## src/rtl/mmu_req_arbiter.sv

```systemverilog
// Purpose: arbitrates N L1 line-request channels onto the single l1mmu port with a locked, registered grant.
// Latency: request seen in cycle N -> mmu_read/mmu_write in cycle N+1; done is combinational pass-through.
// Backpressure: requesters hold their request until req_done; a one-cycle RELEASE follows every transaction.
//
// Ports:
//   sys_clk, rst_n                 clock, async active-low reset
//   req_read/req_write/req_addr/
//   req_write_data                 per-channel request, packed channel i at [i*W +: W]
//   req_done, req_read_data        one-hot completion pulse and broadcast read line
//   mmu_read/mmu_write/mmu_addr/
//   mmu_write_data                 command to l1mmu
//   mmu_done, mmu_read_data        completion from l1mmu
//   grant_valid, grant_id          in-flight status and granted channel
module mmu_req_arbiter #(
  parameter int NUM_CH  = 2,
  parameter int LINE_W  = 256,
  parameter int ADDR_W  = 32,
  parameter int RR_MODE = 1
) (
  input  logic                       sys_clk,
  input  logic                       rst_n,
  input  logic [NUM_CH-1:0]          req_read,
  input  logic [NUM_CH-1:0]          req_write,
  input  logic [NUM_CH*ADDR_W-1:0]   req_addr,
  input  logic [NUM_CH*LINE_W-1:0]   req_write_data,
  output logic [NUM_CH-1:0]          req_done,
  output logic [LINE_W-1:0]          req_read_data,
  output logic                       mmu_read,
  output logic                       mmu_write,
  output logic [ADDR_W-1:0]          mmu_addr,
  output logic [LINE_W-1:0]          mmu_write_data,
  input  logic                       mmu_done,
  input  logic [LINE_W-1:0]          mmu_read_data,
  output logic                       grant_valid,
  output logic [$clog2(NUM_CH)-1:0]  grant_id
);

  localparam int CH_W = $clog2(NUM_CH);

  typedef enum logic [1:0] {
    ST_IDLE    = 2'd0,
    ST_BUSY    = 2'd1,
    ST_RELEASE = 2'd2
  } state_t;

  state_t              state_q, state_d;
  logic [CH_W-1:0]     last_grant_q;
  logic [CH_W-1:0]     grant_id_q;
  logic                cmd_read_q, cmd_write_q;
  logic [ADDR_W-1:0]   cmd_addr_q;
  logic [NUM_CH-1:0]   cand;
  logic                sel_vld;
  logic [CH_W-1:0]     sel_id;

  assign cand     = req_read | req_write;
  assign grant_id = grant_id_q;

  // Candidate selection. Loops run from the least-preferred position down so
  // the most-preferred candidate is the last assignment to stick.
  always_comb begin
    sel_vld = 1'b0;
    sel_id  = '0;
    if (RR_MODE != 0) begin
      for (int k = NUM_CH; k >= 1; k--) begin
        if (cand[(int'(last_grant_q) + k) % NUM_CH]) begin
          sel_vld = 1'b1;
          sel_id  = CH_W'((int'(last_grant_q) + k) % NUM_CH);
        end
      end
    end else begin
      for (int i = NUM_CH - 1; i >= 0; i--) begin
        if (cand[i]) begin
          sel_vld = 1'b1;
          sel_id  = CH_W'(i);
        end
      end
    end
  end

  // State register
  always_ff @(posedge sys_clk or negedge rst_n) begin
    if (!rst_n) state_q <= ST_IDLE;
    else        state_q <= state_d;
  end

  // Next-state logic
  always_comb begin
    state_d = state_q;
    case (state_q)
      ST_IDLE:    if (sel_vld)  state_d = ST_BUSY;
      ST_BUSY:    if (mmu_done) state_d = ST_RELEASE;
      ST_RELEASE:               state_d = ST_IDLE;
      default:                  state_d = ST_IDLE;
    endcase
  end

  // Grant and command latch. The command is captured once at grant time so the
  // l1mmu sees a stable request even if the requester changes or drops its inputs.
  always_ff @(posedge sys_clk or negedge rst_n) begin
    if (!rst_n) begin
      grant_id_q   <= '0;
      last_grant_q <= CH_W'(NUM_CH - 1);
      cmd_read_q   <= 1'b0;
      cmd_write_q  <= 1'b0;
      cmd_addr_q   <= '0;
    end else if (state_q == ST_IDLE && sel_vld) begin
      grant_id_q   <= sel_id;
      last_grant_q <= sel_id;
      cmd_addr_q   <= req_addr[sel_id*ADDR_W +: ADDR_W];
      cmd_write_q  <= req_write[sel_id];
      cmd_read_q   <= req_read[sel_id] & ~req_write[sel_id];
    end
  end

  // Outputs: everything toward l1mmu and the requesters is gated by BUSY
  always_comb begin
    mmu_read       = 1'b0;
    mmu_write      = 1'b0;
    mmu_addr       = '0;
    mmu_write_data = '0;
    grant_valid    = 1'b0;
    req_done       = '0;
    req_read_data  = '0;
    if (state_q == ST_BUSY) begin
      mmu_read       = cmd_read_q;
      mmu_write      = cmd_write_q;
      mmu_addr       = cmd_addr_q;
      mmu_write_data = req_write_data[grant_id_q*LINE_W +: LINE_W];
      grant_valid    = 1'b1;
      if (mmu_done) begin
        req_done      = NUM_CH'(1) << grant_id_q;
        req_read_data = mmu_read_data;
      end
    end
  end

endmodule

```

## config.mk

```make
export PLATFORM = sky130hd
export DESIGN_NAME = mmu_req_arbiter
export DESIGN_NICKNAME = d
export VERILOG_FILES = /design/src/rtl/mmu_req_arbiter.sv
export SDC_FILE = /design/constraint.sdc
export NUM_CORES = 1
export LEC_CHECK = 0
export CORE_AREA = 4 4 539 541
export CTS_CLUSTER_SIZE = 24
export DETAILED_ROUTE_END_ITERATION = 7
export DIE_AREA = 0 0 543 545
export GPL_ROUTABILITY_DRIVEN = 0
export PLACE_DENSITY = 0.3
export SLEW_MARGIN = 40
export SYNTH_ARGS = -nofsm -noshare
export SYNTH_HDL_FRONTEND = slang
export SYNTH_SLANG_ARGS = --single-unit
```

## constraint.sdc

```tcl
create_clock -name sys_clk -period 3.2 [get_ports sys_clk]
set_input_delay 0.48 -clock sys_clk [delete_from_list [all_inputs] [get_ports sys_clk]]
set_output_delay 0.48 -clock sys_clk [all_outputs]
set_load 0.05 [all_outputs]
```

Word level (Yosys, flattened, before mapping)
Index checks and enable logic that the tools add are counted.
{"block": "word_totals", "reg_bits": 38, "input_bits": 839, "out_inout_bits": 550, "wordCells": 51}
{"block": "op_classes", "add_sub_neg": 2, "order_cmp": 3, "eq_ne": 3, "shifts": 3, "muxes": 26, "bitwise": 5, "reduce_logical": 3}
{"operator": "two-way mux 256 bit", "count": 3}
{"operator": "variable part select 512 x 10 -> 256 bit", "count": 1}
{"operator": "variable part select 64 x 7 -> 32 bit", "count": 1}
{"operator": "two-way mux 32 bit", "count": 1}
{"operator": "two-way mux 1 bit", "count": 17}
{"operator": "two-way mux 2 bit", "count": 4}
{"operator": "< comparator 2 x 3 -> 1 bit, second input constant", "count": 2}
{"operator": "inequality test 2 bit, second input constant", "count": 2}
{"operator": "case mux 2 bit (2 select lines)", "count": 1}
{"operator": "adder 1 bit, second input constant", "count": 2}
{"operator": "bitwise AND 1 bit, first input constant", "count": 2}
{"operator": "equality test 2 x 1 -> 1 bit, second input constant", "count": 1}
{"operator": "logical NOT 2 bit", "count": 1}
{"operator": "< comparator 1 x 2 -> 1 bit, second input constant", "count": 1}
{"operator": "OR 2 bit", "count": 1}
{"operator": "AND reduction 2 bit", "count": 1}
{"operator": "left shift 1 x 1 -> 2 bit, first input constant", "count": 1}
{"operator": "bitwise AND 1 bit", "count": 1}
{"operator": "logical AND 1 bit", "count": 1}
{"operator": "inverter 1 bit", "count": 1}

Logic depth before layout (Yosys ltp)
{"block": "depth", "word_depth": 11, "ltp_mapped": 6}

Worst setup path before layout
Ideal clock, no wire load.
{"block": "synth_path", "kind": "register -> output", "from": "reg grant_id_q (netlist: grant_id)", "to": "out mmu_write_data[248]", "arrival_ns": 2.136, "path_slack_ns": 0.584, "stages_incl_launch_ff": 6, "n_path_buf": 3, "path_cell_list": "dfrtp_1 clkbuf_1 buf_2 buf_2 mux2i_1 nor2_1"}
{"block": "synth_via", "elab_chain_len": 2}
{"item": "start, declared", "line_no": "48", "source": "logic [CH_W-1:0] grant_id_q;"}
{"item": "start signal, assigned", "line_no": "107", "source": "grant_id_q <= sel_id;"}
{"item": "variable part select 512 x 10 -> 256 bit", "line_no": "128", "source": "mmu_write_data = req_write_data[grant_id_q*LINE_W +: LINE_W];"}
{"item": "two-way mux 256 bit", "line_no": "124", "source": "if (state_q == ST_BUSY) begin"}
{"item": "end, declared", "line_no": "31", "source": "output logic [LINE_W-1:0] mmu_write_data,"}
No other way between the ends.

Final worst setup path
{"block": "layout_path", "from": "in req_write_data[157]", "to": "out mmu_write_data[157]"}
{"block": "layout_via", "elab_chain_len": 2}
{"item": "start, declared", "line_no": "25", "source": "input logic [NUM_CH*LINE_W-1:0] req_write_data,"}
{"item": "variable part select 512 x 10 -> 256 bit", "line_no": "128"}
{"item": "two-way mux 256 bit", "line_no": "124"}
No other way between the ends.

==> impl_metrics.ini <==
[run_status]
status = finished clean

[final_layout]
final_layout_size_suffix_gt1_share_pct = 25.5
layout.nets = 3285
nFillCells = 32700
area.growth.synth_to_final_pct = 305
final_core_area_utilization_pct = 11.0
finish.cell_count_without_fillers = 6287

[detailed_routing]
drt-wirelength-per-cell_um = 40.8
drtPass1Iterations = 5
dr.first_iter.drc_count = 1159
drt.antenna.violating_nets = 0
wirelength_um = 256000
num_vias = 16200
drt-vias-per-instance = 2.58
drc = 0

[clock_network]
cts_resized = 0
clk_latency_ps = 300
cts.root.buffer_cell = clkbuf_16
cts_hold_buf = 0
clk_pin_slew_ps = 70
cts-root-to-sink-buffers = 2
h-tree-depth = 2
cts_sinks = 38
tritoncts = built
post-cts-setup-buffers = 0
cts_buffers = 5

[global_route]
grt_start_max_net_pins = 107
grt_first_pass_wirelength_um = 290000
final_global_route_overflow_total = 0
first_global_vias = 15900
global_route.usage.total_pct = 16.4
antenna_violations_before_repair = 360

[timing]
final.period_utilization_pct = 99.7
setup_repair_after_global_routing_missed_its_margin = false
finClkSkew_ps = 4.26
timing.fmax_mhz = 314
final.setup.worst_slack_ps = 10.3
worst_slew_pin_slew_ps = 730
final_max_slew_viol_count = 0
totalNegativeSetupSlack_ps = 0
finalHoldViolCount = 0
slew-limit-headroom_pct = 49.9
finalSetupViolCount = 0
finalCriticalPeriod_ps = 3190

[floorplan]
die_width_um = 543
start_util_pct = 2.73
core_sq_um = 285000
floorplan.die_area_sq_um = 296000
die_height_um = 545
pin_count = 1389
rows = 196

[logic_synthesis]
synth.ff_latch_count = 38
synth_fp_nets = 1971
synth_ff_type = dfrtp_1
synthCells = 1132
seq_area_frac_synth_pct = 12.2
post_synth.cell_area_avg_sq_um = 6.87
post_synth_num_cell_types = 27
synth-warning-count = 0
synth.top_cell.area_share_pct = 32.9
yosysTopAreaCell = mux2i_1
synthArstFlopShare_pct = 100
count_of_flip_flops_with_a_built_in_enable_after_synthesis = 0
synth_area_sq_um = 7780
yosys-top-cells-area = mux2i_1 (33%), and3_1 (21%), nor2_1 (12%)

[power_and_ir_drop]
powerDensity_nw_per_um2 = 908
worst_ir_drop_vdd_mv = 0.354
total_leakage_power_uw = 0.0122

[worst_setup_path]
r2r_cells = 4
critical_path_peak_fanout = 1
worst_path_arrival_ps = 2710
worst-endpoint-required_ps = 2720
critical_path_class = input port to output pin
critical_path.startpoint_type = input port
critPathCaptureType = output pin

[hold_path]
hold_path_class = input port to asynchronous set/reset pin

[place]
place_hpwl_um = 242000
number_of_cells_in_the_design_after_placement = 6201
buffer_ports.inserted = 1388
dpl_worst_slack_ps = 126

[run]
max_cap_violations = 0
[cell usage after synthesis, drive strengths merged (2+ instances only)]
cell	n
buf	34
a31oi	32
dfrtp	37
o21ai	34
and2	36
mux2i	256
a21oi	32
and3	257
a22o	2
nand3b	32
clkbuf	109
nor2	259
[cell families (layout without fill, tap and decap cells)]
group                  count (synthesis)  after routing  share of synthesized area (%)
other                                  0             78                              0
muxes                                256            256                           32.9
DFF                                   38             38                           12.2
and+or+nand+nor                      589            589                           39.5
buffers and inverters                144           1459                           7.73
AOI/OAI and AO/OA                    105            105                           7.56
[power breakdown]
part           total, uW  internal, uW  switching (uW)
Combinational      27000         10100           16900
Clock                704           450             254
Sequential           889           738             151
[critical path, cell delays in order]
cell,delay [ps]
clkdlybuf4s50_1,950
mux2i_1,230
nor2_1,190
clkdlybuf4s50_1,840
[final timing paths]
kind,startpoint,to,slack (ps)
worst max-delay path,req_write_data[157],mmu_write_data[157],10
worst min-delay path,rst_n,cmd_addr_q[23],160
worst max register to register,last_grant_q,cmd_addr_q[26],1460
worst min register to register,cmd_read_q,cmd_read_q,510
max in group asynchronous,rst_n,grant_id,2580
min in group sys_clk,cmd_read_q,cmd_read_q,510
[cells in the final DEF (no fill, tap or decap)]
cell / n
and2_1: 36
nor2b_1: 1
nand2b_4: 1
a31oi_1: 32
nor3b_1: 1
buf_12: 489
buf_4: 110
dfrtp_4: 1
mux2i_1: 247
nand3b_1: 32
inv_8: 1
dfstp_2: 1
clkinv_4: 1
bufinv_16: 2
nor2_1: 257
a22o_1: 2
and3_1: 257
nor2_2: 2
clkdlybuf4s50_1: 850
o21ai_1: 3
diode_2: 78
dfrtp_1: 36
o2bb2ai_1: 1
o21a_1: 1
nand2_1: 1
mux2i_2: 9
o21ai_2: 1
o211ai_1: 1
o21ai_0: 30
a21boi_0: 1
clkbuf_8: 1
a21oi_1: 32
or4_1: 1
o22a_1: 1
clkbuf_16: 5
[sequential cells by signal, indices dropped and copies added (netlist names)]
| name | flops |
|---|---|
| state_q | 2 |
| cmd_read_q | 1 |
| cmd_addr_q | 32 |
| cmd_write_q | 1 |
| grant_id | 1 |
| last_grant_q | 1 |
[metal layers]
layer | global-route usage [%] | vias up | wire length [um]
li1 | - | 6700 | -
met1 | 20.7 | 7484 | 109000
met2 | 25.5 | 1494 | 109000
met3 | 9.34 | 464 | 34700
met4 | 0.801 | 88 | 3620
met5 | 0 | - | 585
[cell type report]
cell class | instances | area (sq um) | share of cell area, %
Timing Repair Buffer | 1450 | 19100 | 60.8
Sequential cell | 38 | 956 | 3.04
Multi-Input combinational cell | 950 | 6280 | 19.9
Clock inverter | 3 | 68.8 | 0.219
Inverter | 1 | 11.3 | 0.0358
Antenna cell | 78 | 195 | 0.620
Tap cell | 3762 | 4710 | 15.0
Clock buffer | 5 | 125 | 0.397
[metrics by stage]
| stage | hold slack, ps | cell area (sq um) | total power [uW] |
|---|---|---|---|
| 6_report | 159 | 31500 | 28600 |
| 2_1_floorplan | 184 | 7780 | 12800 |
| 3_3_place_gp | 480 | 31100 | 28600 |
| 4_1_cts | 187 | 31300 | 29300 |
| 5_1_grt | 203 | 31300 | 29700 |
| 3_5_place_dp | 497 | 31100 | 28500 |
Power figures use the tool's default switching activity.
==> variant: new RTL, config.mk and constraints unchanged <==
Make the reset (`rst_n`) synchronous in 2 clocked blocks. Comments in the files are not updated.
--- a/src/rtl/mmu_req_arbiter.sv
+++ b/src/rtl/mmu_req_arbiter.sv
@@ -78,7 +78,7 @@
   end
 
   // State register
-  always_ff @(posedge sys_clk or negedge rst_n) begin
+  always_ff @(posedge sys_clk) begin
     if (!rst_n) state_q <= ST_IDLE;
     else        state_q <= state_d;
   end
@@ -96,7 +96,7 @@
 
   // Grant and command latch. The command is captured once at grant time so the
   // l1mmu sees a stable request even if the requester changes or drops its inputs.
-  always_ff @(posedge sys_clk or negedge rst_n) begin
+  always_ff @(posedge sys_clk) begin
     if (!rst_n) begin
       grant_id_q   <= '0;
       last_grant_q <= CH_W'(NUM_CH - 1);
Check against the original RTL: not settled (the Yosys comparison gave no result); the edit may change what the design does.
==> variant against the unedited design <==
  * Maximum frequency increased by 5.4%
  * Worst setup slack improved by 160 ps
  * Final area decreased by 1.4%
  * Sequential cell count unchanged
  * First-iteration DRC count decreased by 7.4%
  * Wire length decreased by 12%
  * Area after synthesis decreased by 0.14%
  * Count of clock-buffer cells in the layout increased by 2
  * Sequential share of layout area decreased by 0.57 points
Power is left out: it rests on default switching activity, and per cell area and clock period it moved more than threefold.
==> variant: results (changes against the unedited design) <==
grtUsageMet1_pct: 16.48  # was 20.69%
synth_compound_area_share_pct: 8.696  # was 7.557%
synth_top_flop_cell: "dfxtp_1"  # was dfrtp_1
crit_end: "mmu_write_data[9]"  # was mmu_write_data[157]
grt_max_degree: 85  # was 107
grt_pass1_wl_um: 257400  # was 290000 um
ys_top_cells_by_area: "mux2i_1, and3_1, nor2_1"  # unchanged
wl_met3_um: 33250  # was 34680 um
fillers: 32820  # was 32690
skew_ps: 9.657  # was 4.263 ps
clk_latency_ps: 340  # was 300 ps
ys_seq_area_share_pct: 9.791  # was 12.24%
synthTopCellsByCount: "nor2_1, and3_1, mux2i_1, clkbuf_1, buf_2"  # was nor2_1, and3_1, mux2i_1, clkbuf_1, dfrtp_1
worst_ep_arrival_time_ps: 2550  # was 2710 ps
wl_met1_um: 85780  # was 108700 um
critPathLaunch: "grant_id"  # was req_write_data[157]
drt_iter0_drc: 1073  # was 1159
critPathMaxFanout: 25  # was 1
hpwl_um: 214700  # was 242000 um
wl_um: 225500  # was 256400 um
r2r-start: "state_q[0]"  # was last_grant_q
cts_resized: 2  # was 0
slowest_stage: "buf_4"  # was clkdlybuf4s50_1
hp-class: "reg -> reg"  # was in -> async
relSlewSlack_pct: 56.26  # was 49.94%
drive_above_1_share_pct: 24.69  # was 25.50%
dr_wl_met2_um: 100100  # was 108800 um
grt_pass1_vias: 15700  # was 15870
synthMuxAreaShare_pct: 32.98  # was 32.93%
grt_util_met2_pct: 22.97  # was 25.46%
yosysUniqueCellTypes: 33  # was 27
status: "complete, no violations"  # unchanged
via_per_inst: 2.537  # was 2.582
path_clk_slew_ps: 70  # about the same
slowest_delay_ps: 480  # was 950 ps
r2r-end: "cmd_addr_q[19]"  # was cmd_addr_q[26]
antenna_found_initial: 231  # was 360
## variant: stage by stage
stage	setup WS, ps	instances	utilization [%]	cell area [sq um]	hold slack, ps
finish	173.4	6268	10.89	31030	516.6
CTS	67.54	6225	10.85	30920	517.7
global route	67.35	6248	10.87	30980	536.6
detailed placement	264.2	6217	10.79	30760	491.9
floorplan	609.3	1146	-	7770	461.8
global placement	49.56	6217	10.79	30760	497.1
## variant: cell type report
cell class | instances | area share (%)
clock buffers | 7 | 0.4597
inverters | 2 | 0.04839
diodes | 43 | 0.3468
clock inverters | 1 | 0.01613
well taps | 3762 | 15.17
multi-input cells | 960 | 20.46
flip-flops and latches | 38 | 2.464
repair buffers | 1455 | 61.04
## variant: kinds of logic (layout without fill, tap and decap cells)
logic type / count (synthesis) / count (layout)
DFF: 38 / 38
muxes: 256 / 256
and+or+nand+nor: 597 / 597
buffers and inverters: 148 / 1465
AOI/OAI and AO/OA: 107 / 107
other: 0 / 43
